**src/rtl/br_target_buffer.sv**
```systemverilog
// Direct-mapped branch target buffer with per-entry saturating counters.
// Define BTB_TAG_EN to store and compare tags; otherwise aliased PCs share an entry.
module br_target_buffer #(
  parameter  int ENTRIES = 16,
  localparam int IDX_W   = $clog2(ENTRIES),
  parameter  int TAG_W   = 8,
  parameter  int CTR_W   = 2
) (
  input  logic             CLK,
  input  logic             nRST,
  input  logic [31:0]      lookup_pc,
  output logic             predict,
  output logic [31:0]      pred_target,
  output logic [IDX_W-1:0] pred_index,
  input  logic             upd_en,
  input  logic [31:0]      upd_pc,
  input  logic [IDX_W-1:0] upd_index,
  input  logic             upd_taken,
  input  logic [31:0]      upd_target,
  input  logic             flush_tbl
);

  localparam logic [CTR_W-1:0] CTR_ONE = CTR_W'(1);
  localparam logic [CTR_W-1:0] CTR_WT  = CTR_ONE << (CTR_W - 1);
  localparam logic [CTR_W-1:0] CTR_WNT = CTR_WT - CTR_ONE;
  localparam logic [CTR_W-1:0] CTR_MAX = '1;

  logic             r_valid  [ENTRIES];
  logic [31:0]      r_target [ENTRIES];
  logic [CTR_W-1:0] r_ctr    [ENTRIES];

  logic [IDX_W-1:0] w_lk_idx;
  logic             w_lk_hit;
  logic             w_up_hit;
  logic             w_predict;
  logic             w_unused_pc;

  assign w_lk_idx = lookup_pc[IDX_W+1:2];

`ifdef BTB_TAG_EN
  logic [TAG_W-1:0] r_tag [ENTRIES];
  logic [TAG_W-1:0] w_lk_tag;
  logic [TAG_W-1:0] w_up_tag;

  assign w_lk_tag = lookup_pc[IDX_W+1+TAG_W:IDX_W+2];
  assign w_up_tag = upd_pc[IDX_W+1+TAG_W:IDX_W+2];
  assign w_lk_hit = r_valid[w_lk_idx] && (r_tag[w_lk_idx] == w_lk_tag);
  assign w_up_hit = r_valid[upd_index] && (r_tag[upd_index] == w_up_tag);

  always_ff @(posedge CLK or negedge nRST) begin
    if (!nRST) begin
      for (int i = 0; i < ENTRIES; i++) r_tag[i] <= '0;
    end else if (!flush_tbl && upd_en && !w_up_hit && upd_taken) begin
      r_tag[upd_index] <= w_up_tag;
    end
  end
`else
  logic w_unused_cfg;

  // Without tags an entry hits on valid alone; TAG_W has no effect.
  assign w_lk_hit     = r_valid[w_lk_idx];
  assign w_up_hit     = r_valid[upd_index];
  assign w_unused_cfg = (TAG_W > 0);
`endif

  // Bits outside the index/tag fields never take part in lookup or update.
  assign w_unused_pc = ^{lookup_pc, upd_pc};

  assign w_predict   = w_lk_hit && r_ctr[w_lk_idx][CTR_W-1];
  assign predict     = w_predict;
  assign pred_target = w_predict ? r_target[w_lk_idx] : 32'h0;
  assign pred_index  = w_lk_idx;

  // Flush only drops valid bits; counters and targets survive it.
  always_ff @(posedge CLK or negedge nRST) begin
    if (!nRST) begin
      for (int i = 0; i < ENTRIES; i++) begin
        r_valid[i]  <= 1'b0;
        r_target[i] <= 32'h0;
        r_ctr[i]    <= CTR_WNT;
      end
    end else if (flush_tbl) begin
      for (int i = 0; i < ENTRIES; i++) r_valid[i] <= 1'b0;
    end else if (upd_en) begin
      if (w_up_hit) begin
        if (upd_taken) begin
          if (r_ctr[upd_index] != CTR_MAX) r_ctr[upd_index] <= r_ctr[upd_index] + CTR_ONE;
          r_target[upd_index] <= upd_target;
        end else if (r_ctr[upd_index] != '0) begin
          r_ctr[upd_index] <= r_ctr[upd_index] - CTR_ONE;
        end
      end else if (upd_taken) begin
        r_valid[upd_index]  <= 1'b1;
        r_target[upd_index] <= upd_target;
        r_ctr[upd_index]    <= CTR_WT;
      end
    end
  end

endmodule

```
**config.mk**
```make
export PLATFORM = sky130hd
export DESIGN_NAME = br_target_buffer
export DESIGN_NICKNAME = d
export VERILOG_FILES = /design/src/rtl/br_target_buffer.sv
export SDC_FILE = /design/constraint.sdc
export NUM_CORES = 1
export LEC_CHECK = 0
export ABC_AREA = 1
export BUFFER_PORTS_ARGS = -buffer_cell sky130_fd_sc_hd__buf_2
export CORE_MARGIN = 5
export CORE_UTILIZATION = 40
export CTS_CLUSTER_DIAMETER = 150
export DETAILED_ROUTE_END_ITERATION = 12
export GPL_ROUTABILITY_DRIVEN = 0
export HOLD_SLACK_MARGIN = 0.06
export SLEW_MARGIN = 15
export SYNTH_ARGS = -nofsm -noshare
export SYNTH_HDL_FRONTEND = slang
export SYNTH_SLANG_ARGS = --single-unit
```
**constraint.sdc**
```tcl
create_clock -name CLK -period 4.2 [get_ports CLK]
set_input_delay 0.21 -clock CLK [delete_from_list [all_inputs] [get_ports CLK]]
set_output_delay 0.21 -clock CLK [all_outputs]
set_load 0.03 [all_outputs]
```
[Word-level counts from Yosys, hierarchy flattened]
Index checks and enable logic that the tools add are counted.
Cells by class
  $add $sub $neg: 2
  muxes and demuxes: 34
  eq/ne operators: 3
  magnitude comparators: 3
  reduce and logical (&&, ||, !) cells: 10
  bitwise gates (word level): 7
Operators with widths (number)
  $bwmux W512: 1
  $mux W32: 9
  $bmux W32 S4: 1
  $demux W32 S4: 1
  $bwmux W32: 2
  $mux W16: 4
  $or A16 B16 Y16: 2
  $and A16 B16 Y16: 1
  $bmux W2 S4: 2
  $not A16 Y16: 1
  $ge A5 B5 Y1 const B: 2
  $mux W2: 5
  $not A4 Y5: 2
  $reduce_bool A2 Y1: 5
  $bmux W1 S4: 2
  $demux W2 S4: 1
  $reduce_and A3 Y1: 2
  $lt A5 B1 Y1 const B: 1
  $mux W1: 5
  $reduce_and A5 Y1: 1
  $demux W1 S4: 1
  $ne A2 B2 Y1 const B: 2
  $ne A3 B2 Y1 const B: 1
  $add A2 B1 Y2 const B: 1
  other kinds (3): 4
Word-level totals
  output and inout bits: 37
  register bits after elaboration: 560

[Longest topological paths before layout]
Gate-level depths: netlist (run 1).
  depth in word-level cells: 10
  gate-level depth with buffers: 16

[Least setup slack after synthesis (run 1)]
Ideal clock, no wire load.
  path kind: input-to-reg
  from: input port upd_index[1]
  to: register r_ctr[31] (netlist name)
  slack: 1961 ps
  stages: 13
  arrival: 2173 ps
  library setup time: 66 ps
  path buffers: 3
  path through: buf_2 > nor2_1 > inv_1 > o21ai_0 > o21ai_0 > nand4_1 > inv_1 > ha_1 > a21oi_1 > clkbuf_1 > buf_1 > nand4_1 > nand2_1
Between the ends
  word-level cells in the longest chain between the ends: 9
  elaborated cells on any way between the ends: 28
Ends and longest elaborated chain
  from (decl): RTL line 17  | input logic [IDX_W-1:0] upd_index,
  $not A4 Y5 (not written as such) *
  $bmux W2 S4, or another cell as far along: RTL line 87, 89, 90
  $mux W2 (not written as such) / $logic_and A1 B1 Y1 (equally long branches)
  $mux W2, on equally long branches
  $sub A2 B1 Y2, or another cell as far along: RTL line 90  | r_ctr[upd_index] <= r_ctr[upd_index] - CTR_ONE;
  $bwmux W32, on equally long branches: RTL line 90, 87
  $mux W32, on equally long branches: RTL line 89, 87
  $mux W32: RTL line 86  | if (upd_taken) begin
  $mux W32: RTL line 85  | if (w_up_hit) begin
  to (signal, indexed assignment): RTL line 90
  to (decl): RTL line 30  | logic [CTR_W-1:0] r_ctr [ENTRIES];
Mark *: on every way between the ends. The rest lies on a longest branch, timed or not. The select of a mux whose other input is x is not followed.
A chain may end at the register's enable or synchronous reset.

[Worst setup path in the final report (run 1)]
  from: register r_ctr[25] (netlist name)
  to: output port pred_target[6]
Between the ends
  word-level cells in the longest chain between the ends: 5
Ends and longest elaborated chain
  $bmux W2 S4: RTL line 69  | assign w_predict = w_lk_hit && r_ctr[w_lk_idx][CTR_W-1];
  $mux W2 (not written as such) (2 in series): RTL line 69
  $logic_and A1 B1 Y1: RTL line 69
  $mux W32: RTL line 71  | assign pred_target = w_predict ? r_target[w_lk_idx] : 32'h0;
  to (decl): RTL line 13  | output logic [31:0] pred_target,
Every way passes these cells. The select of a mux whose other input is x is not followed.

==> results of run 1 <==
what timing repair did:
item	CTS	global route
gates resized for setup	0	0
hold endpoints to repair	187	0
hold buffers	36	0
path summary, 6_finish.rpt:
| check | startpoint | to | slack, ns | cells after the start |
|---|---|---|---|---|
| hold / removal | upd_taken | r_valid[4]$_DFFE_PN0P_ | 0.12 | 3 |
| min in group asynchronous | nRST | r_target[487]$_DFFE_PN0P_ | 0.22 | 2 |
| max in group asynchronous | nRST | r_target[32]$_DFFE_PN0P_ | 2.87 | 3 |
| setup reg to reg | r_ctr[9]$_DFFE_PN0P_ | r_ctr[11]$_DFFE_PN0P_ | 1.61 | 10 |
| hold reg to reg | r_ctr[26]$_DFFE_PN1P_ | r_ctr[26]$_DFFE_PN1P_ | 0.47 | 2 |
| setup / recovery | r_ctr[25]$_DFFE_PN0P_ | pred_target[6] | 1.11 | 10 |
stage by stage:
| stage | cell area, um^2 | utilization | hold slack, ns | worst slack, ns |
|---|---|---|---|---|
| after floorplan | 25800 | - | -0.0856 | 1.96 |
| after global placement | 26600 | 0.415 | 0.290 | 1.09 |
| after detailed placement | 26600 | 0.415 | 0.295 | 1.03 |
| after CTS | 28900 | 0.451 | 0.0671 | 1.04 |
| after global routing | 28900 | 0.451 | 0.101 | 0.869 |
| final | 28900 | 0.451 | 0.118 | 1.11 |
placed cells by master (no fill, tap or decap), types with 2 or more instances in the layout:
| cell | instances |
|---|---|
| a211oi_1 | 6 |
| a21oi_1 | 236 |
| a221oi_1 | 70 |
| a22oi_1 | 2 |
| a31oi_1 | 3 |
| a32oi_1 | 18 |
| buf_12 | 8 |
| buf_2 | 78 |
| buf_4 | 36 |
| bufinv_16 | 5 |
| clkbuf_1 | 18 |
| clkbuf_16 | 60 |
| clkbuf_8 | 12 |
| clkinv_2 | 12 |
| clkinv_4 | 2 |
| dfrtp_1 | 544 |
| dfstp_2 | 16 |
| dlygate4sd3_1 | 36 |
| ha_1 | 2 |
| inv_1 | 102 |
| inv_2 | 3 |
| inv_6 | 3 |
| nand2_1 | 1046 |
| nand2_2 | 21 |
| nand3_1 | 81 |
| nand4_1 | 51 |
| nor2_1 | 87 |
| nor2_2 | 8 |
| nor3_1 | 14 |
| o211ai_1 | 18 |
| o21ai_0 | 536 |
| o21ai_1 | 10 |
worst reg2reg max path, delay by kind of cell, from the launching register on:
family | cells | cell delay, ns
AOI/OAI and AO/OA | 3 | 0.56
adders and majority gates | 1 | 0.23
DFF | 1 | 0.42
and+or+nand+nor | 6 | 1.27
where the power goes:
part	switching [mW]	leakage [nW]	internal, mW	total (mW)
clock network	2.17	0.973	3.12	5.30
logic	1.09	4.79	0.582	1.67
registers	0.358	7.35	6.09	6.45
sequential cells by signal (all words and copies together), names as in the netlist:
signal    count
r_ctr        32
r_target    512
r_valid      16
layout make-up:
cell class                      instances  area [um^2]
Multi-Input combinational cell       2215        10200
Sequential cell                       560        14000
Clock inverter                         20          248
Tap cell                              855         1070
Timing Repair Buffer                  160         1210
Clock buffer                           89         1720
Inverter                              109          420
Fill cell                            6158        35200
layer usage:
layer | GRT usage | vias up | wire length (um)
met5 | 0 | - | 0
met4 | 0.0632 | 0 | 2070
met3 | 0.0270 | 122 | 4710
met2 | 0.351 | 789 | 35500
met1 | 0.298 | 10784 | 34100
li1 | - | 10418 | -
cell families after synthesis:
group / after synthesis / synth area share
buffers and inverters: 374 / 0.0591
xor gates and xnor gates: 1 / 0.000340
AOI/OAI and AO/OA: 902 / 0.191
and+or+nand+nor: 1310 / 0.204
DFF: 560 / 0.545
adders and majority gates: 2 / 0.000971
==> run_results.csv, run 1 <==
group,metric,value,unit
floorplanning,die_area,69600,um^2
floorplanning,ioPinCount,142,
logic_synthesis,yosysTopAreaCell,"dfrtp_1",
logic_synthesis,syn_inst,3149,
logic_synthesis,yosys.cell_types.count,32,
power_and_ir_drop,leakage,13.1,nW
global_route,grt_pass1_vias,21275,
clock_tree,clk-insertion-delay-late,0.61,ns
layout,drive_gt1_frac,0.0853,
place,dpl.hpwl,39300,um
routing,drt-initial-drc-count,2437,
routing,wl_per_cell,19.0,um
timing,setup_tns,0,ns
logic_synthesis,ys.flop_type,"dfrtp_1",
setup_path,cp_max_fo,7,
timing,grt_setup_unrepaired,"false",
outcome,status,"finished, final reports clean",
job,drv_cap,0,
floorplanning,design.core.area,64100,um^2
floorplanning,row_count,93,
setup_path,worstPathRequired,3.99,ns
timing,period_minus_slack,3.09,ns
power_and_ir_drop,max-vdd-ir-drop,353,uV
logic_synthesis,synth_common_cells,"nand2_1 (1051), dfrtp_1 (544), o21ai_0 (536), a21oi_1 (237), clkbuf_1 (193)",
global_route,grt_use_total,0.213,
timing,slew_viol_final,0,
timing,slew_headroom,0.263,
timing,worstMarginPinSlew,1.10,ns
logic_synthesis,netlist_area,25800,um^2
routing,wl,76300,um
setup_path,worst_setup_path_end_kind,"output port",
layout,layout.cells.non_filler,4008,
clock_tree,cts_tree,"yes",
logic_synthesis,synth_enable_flop_cells,0,
routing,drc,0,
layout,num_antenna_cells,0,
routing,vias,22113,
routing,first_pass_iters,6,
setup_path,cp.arrival,2.88,ns
global_route,antenna_found_initial,0,
global_route,gr-total-overflow,0,
logic_synthesis,ys_ff_latch,560,
setup_path,worst-path-buf-inv,3,
global_route,grt_pass1_wl,121000,um
place,dp_cells,3863,
place,io_buffers,81,
setup_path,crit_chain,"a21oi_1 -> o21ai_0 -> nand3_1 -> nand3_1 -> nand2_1 -> inv_1 -> buf_4 -> nand2_1 -> nor2_1 -> buf_2",
logic_synthesis,synthTopCellsByArea,"dfrtp_1 (53%), nand2_1 (15%), o21ai_0 (10%)",
clock_tree,cts_root_buffer,"clkbuf_16",
global_route,grt_max_degree,124,
clock_tree,cts.path.max_buffers,3,
clock_tree,cts-htree-levels,2,
clock_tree,clock_sinks,560,
setup_path,start_kind,"flop",
timing,fin_crit_sh,0.736,
logic_synthesis,async_flop_share,1.00,
routing,ant_nets,0,
logic_synthesis,synth_area_per_cell,8.18,um^2
power_and_ir_drop,p_per_area,464,nW/um^2
setup_path,slowest_delay,0.39,ns
logic_synthesis,synth_seq_area_share,0.545,
routing,vias_per_cell,5.52,
floorplanning,initial_core_util,0.402,
timing,setup_viol,0,
power_and_ir_drop,finalPower,13.4,mW
logic_synthesis,synth_nets,3256,
clock_tree,post-cts-setup-buffers,0,
clock_tree,path_clk_slew,0.06,ns
setup_path,cp_slowest_cell,"dfrtp_1",
floorplanning,dieHeight,264,um
timing,fmax,0.324,GHz
setup_path,worstSetupPathType,"flop to output port",
clock_tree,cts_buffers,59,
logic_synthesis,yosysTopAreaCellShare,0.528,
logic_synthesis,yosysWarningCount,0,
timing,hold_viol,0,
logic_synthesis,yosys.cell_count.top_type,"nand2_1",
timing,fin_skew,0.00943,ns
min_path,hp-class,"primary input to flop",
floorplanning,die_w,264,um
setup_path,cpLargestDelayFamily,"buffers and inverters",
layout,final_nets,3212,
layout,syn_to_final_growth,12.3,%
(Power assumes the default switching activity.)
==> run 2, diff against run 1 <==
Clock period 4.2 ns to 3.11 ns, I/O delays scaled along.
==> run 2 against run 1 <==
Against the previous run: register-to-register slack lost 0.84 ns; count of clock-buffer cells in the layout shrank 7; die area is the same; sequential power grew 35%; critical endpoint is now pred_target[16]; highest routed layer unchanged.
==> run_results.csv, run 2 (synthesis gave the netlist of run 1 again) <==
group,metric,value,unit
setup_path,worstSetupPathType,"flop to output port",
setup_path,slowest_delay,0.42,ns
timing,fmax,0.352,GHz
power_and_ir_drop,p_per_area,620,nW/um^2
layout,largest_register_ffs,512,
layout,utilization,0.456,
floorplanning,die_area,69600,um^2
place,dp_cells,3875,
global_route,gr-total-overflow,0,
power_and_ir_drop,finalPower,18.1,mW
clock_tree,cts.path.max_buffers,3,
clock_tree,path_clk_slew,0.06,ns
timing,grt_setup_unrepaired,"false",
setup_path,worstPathRequired,2.95,ns
layout,layout.cells.non_filler,4017,
layout,syn_to_final_growth,13.4,%
setup_path,r2r_end,"r_ctr[23]$_DFFE_PN0P_",
routing,wl,76400,um
floorplanning,ioPinCount,142,
place,postPlaceCellArea,26900,um^2
place,dpl.hpwl,40000,um
setup_path,r2r_start,"r_ctr[9]$_DFFE_PN0P_",
clock_tree,clock_sinks,560,
outcome,status,"finished, final reports clean",
layout,fillers,6154,
routing,first_pass_iters,6,
routing,vias_per_cell,5.59,
routing,ant_nets,0,
floorplanning,die_w,264,um
timing,slew_viol_final,0,
setup_path,rrSetupSlack,0.77,ns
clock_tree,cts_buffers,58,
timing,fin_crit_sh,0.913,
layout,top_regs,"r_target x512, r_ctr x32, r_valid x16",
global_route,grt_pass1_wl,121000,um
layout,final_cell_mix,"nand2_1 (1046), dfrtp_1 (544), o21ai_0 (536)",
global_route,gr-max-usage-layer,"met2",
clock_tree,cts_root_buffer,"clkbuf_16",
timing,worstMarginPinSlew,1.01,ns
layout,drive_gt1_frac,0.0889,
power_and_ir_drop,leakage,13.2,nW
routing,wl_per_cell,19.0,um
routing,drc,0,
global_route,met1_usage,0.295,
global_route,grt_pass1_vias,21463,
clock_tree,clk-insertion-delay-late,0.63,ns
layout,fin_area,29200,um^2
timing,fin_skew,0.00811,ns
setup_path,cpLargestDelayFamily,"buffers and inverters",
setup_path,cp_slowest_cell,"dfrtp_1",
setup_path,worst-path-buf-inv,3,
setup_path,crit_chain,"a21oi_1 -> o21ai_0 -> nand3_1 -> nand3_1 -> nand2_1 -> clkinvlp_4 -> buf_4 -> nand2_1 -> nor2_1 -> buf_2",
min_path,hp-class,"primary input to async pin",
place,io_buffers,81,
floorplanning,dieHeight,264,um
routing,vias,22469,
setup_path,worst_setup_path_end_kind,"output port",
timing,setup_tns,0,ns
power_and_ir_drop,max-vdd-ir-drop,439,uV
floorplanning,design.core.area,64100,um^2
clock_tree,cts-htree-levels,2,
clock_tree,cts_tree,"yes",
timing,period_minus_slack,2.84,ns
global_route,grt_util_met2,0.351,
setup_path,start_kind,"flop",
place,dpl_worst_slack,0.563,ns
layout,final_nets,3227,
timing,setup_viol,0,
global_route,grtUsageMet3,0.0321,
setup_path,cp.arrival,2.68,ns
routing,drt-initial-drc-count,2423,
job,drv_cap,0,
timing,hold_viol,0,
setup_path,rr_worst_depth,11,
timing,slew_headroom,0.325,
global_route,grt_use_total,0.214,
layout,num_antenna_cells,0,
floorplanning,row_count,93,
layout,layout_commonest_cell,"nand2_1",
clock_tree,post-cts-setup-buffers,0,
timing,timing.hold.ws,0.192,ns
timing,setup_ws,0.270,ns
layout,top_register,"r_target",
global_route,antenna_found_initial,0,
floorplanning,initial_core_util,0.402,
setup_path,cp_max_fo,11,
global_route,grt_max_degree,155,
run 2: cell types whose count changed in the layout (fill, tap and decap cells not counted), sizes merged:
cell	before	now
bufinv	5	6
clkinvlp	0	1
dlygate4sd3	36	40
inv	108	106
clkbuf	90	83
buf	123	135
run 2: layer usage:
metal / vias to the layer above / wire length [um]
met4: 0 / 2110
met5: - / 0
li1: 10434 / -
met2: 779 / 36300
met1: 11112 / 33300
met3: 144 / 4710
run 2: final cells by class:
| cell class | instances | area [um^2] | share of cell area |
|---|---|---|---|
| clock inverters | 20 | 298 | 0.0102 |
| repair buffers | 176 | 1500 | 0.0514 |
| inverters | 109 | 424 | 0.0145 |
| flip-flops and latches | 560 | 14000 | 0.480 |
| clock buffers | 82 | 1660 | 0.0569 |
| multi-input cells | 2215 | 10200 | 0.350 |
| well taps | 855 | 1070 | 0.0366 |
run 2: where the power goes:
group | total (mW) | internal (mW) | leakage (nW) | switching (mW)
sequential | 8.72 | 8.23 | 7.35 | 0.494
combinational | 2.29 | 0.812 | 4.93 | 1.47
clock | 7.11 | 4.21 | 0.968 | 2.91
total | 18.1 | 13.2 | 13.2 | 4.87
run 2: how the worst max path moves through the flow:
stage / cells past startpoint / startpoint / endpoint
floorplan: 13 / upd_index[1] / r_ctr[31]$_DFFE_PN0P_
CTS: 9 / r_ctr[25]$_DFFE_PN0P_ / pred_target[1]
global route: 11 / r_ctr[17]$_DFFE_PN0P_ / pred_target[1]
finish: 10 / r_ctr[25]$_DFFE_PN0P_ / pred_target[16]
global placement: 14 / upd_index[1] / r_ctr[23]$_DFFE_PN0P_
detailed placement: 14 / upd_index[1] / r_ctr[21]$_DFFE_PN0P_
run 2: what timing repair did:
action                                 4_1_cts  5_1_grt
setup endpoints to repair                    0        9
endpoints found under the hold margin      542        0
gates resized for setup                      0        1
hold buffers                                40        0
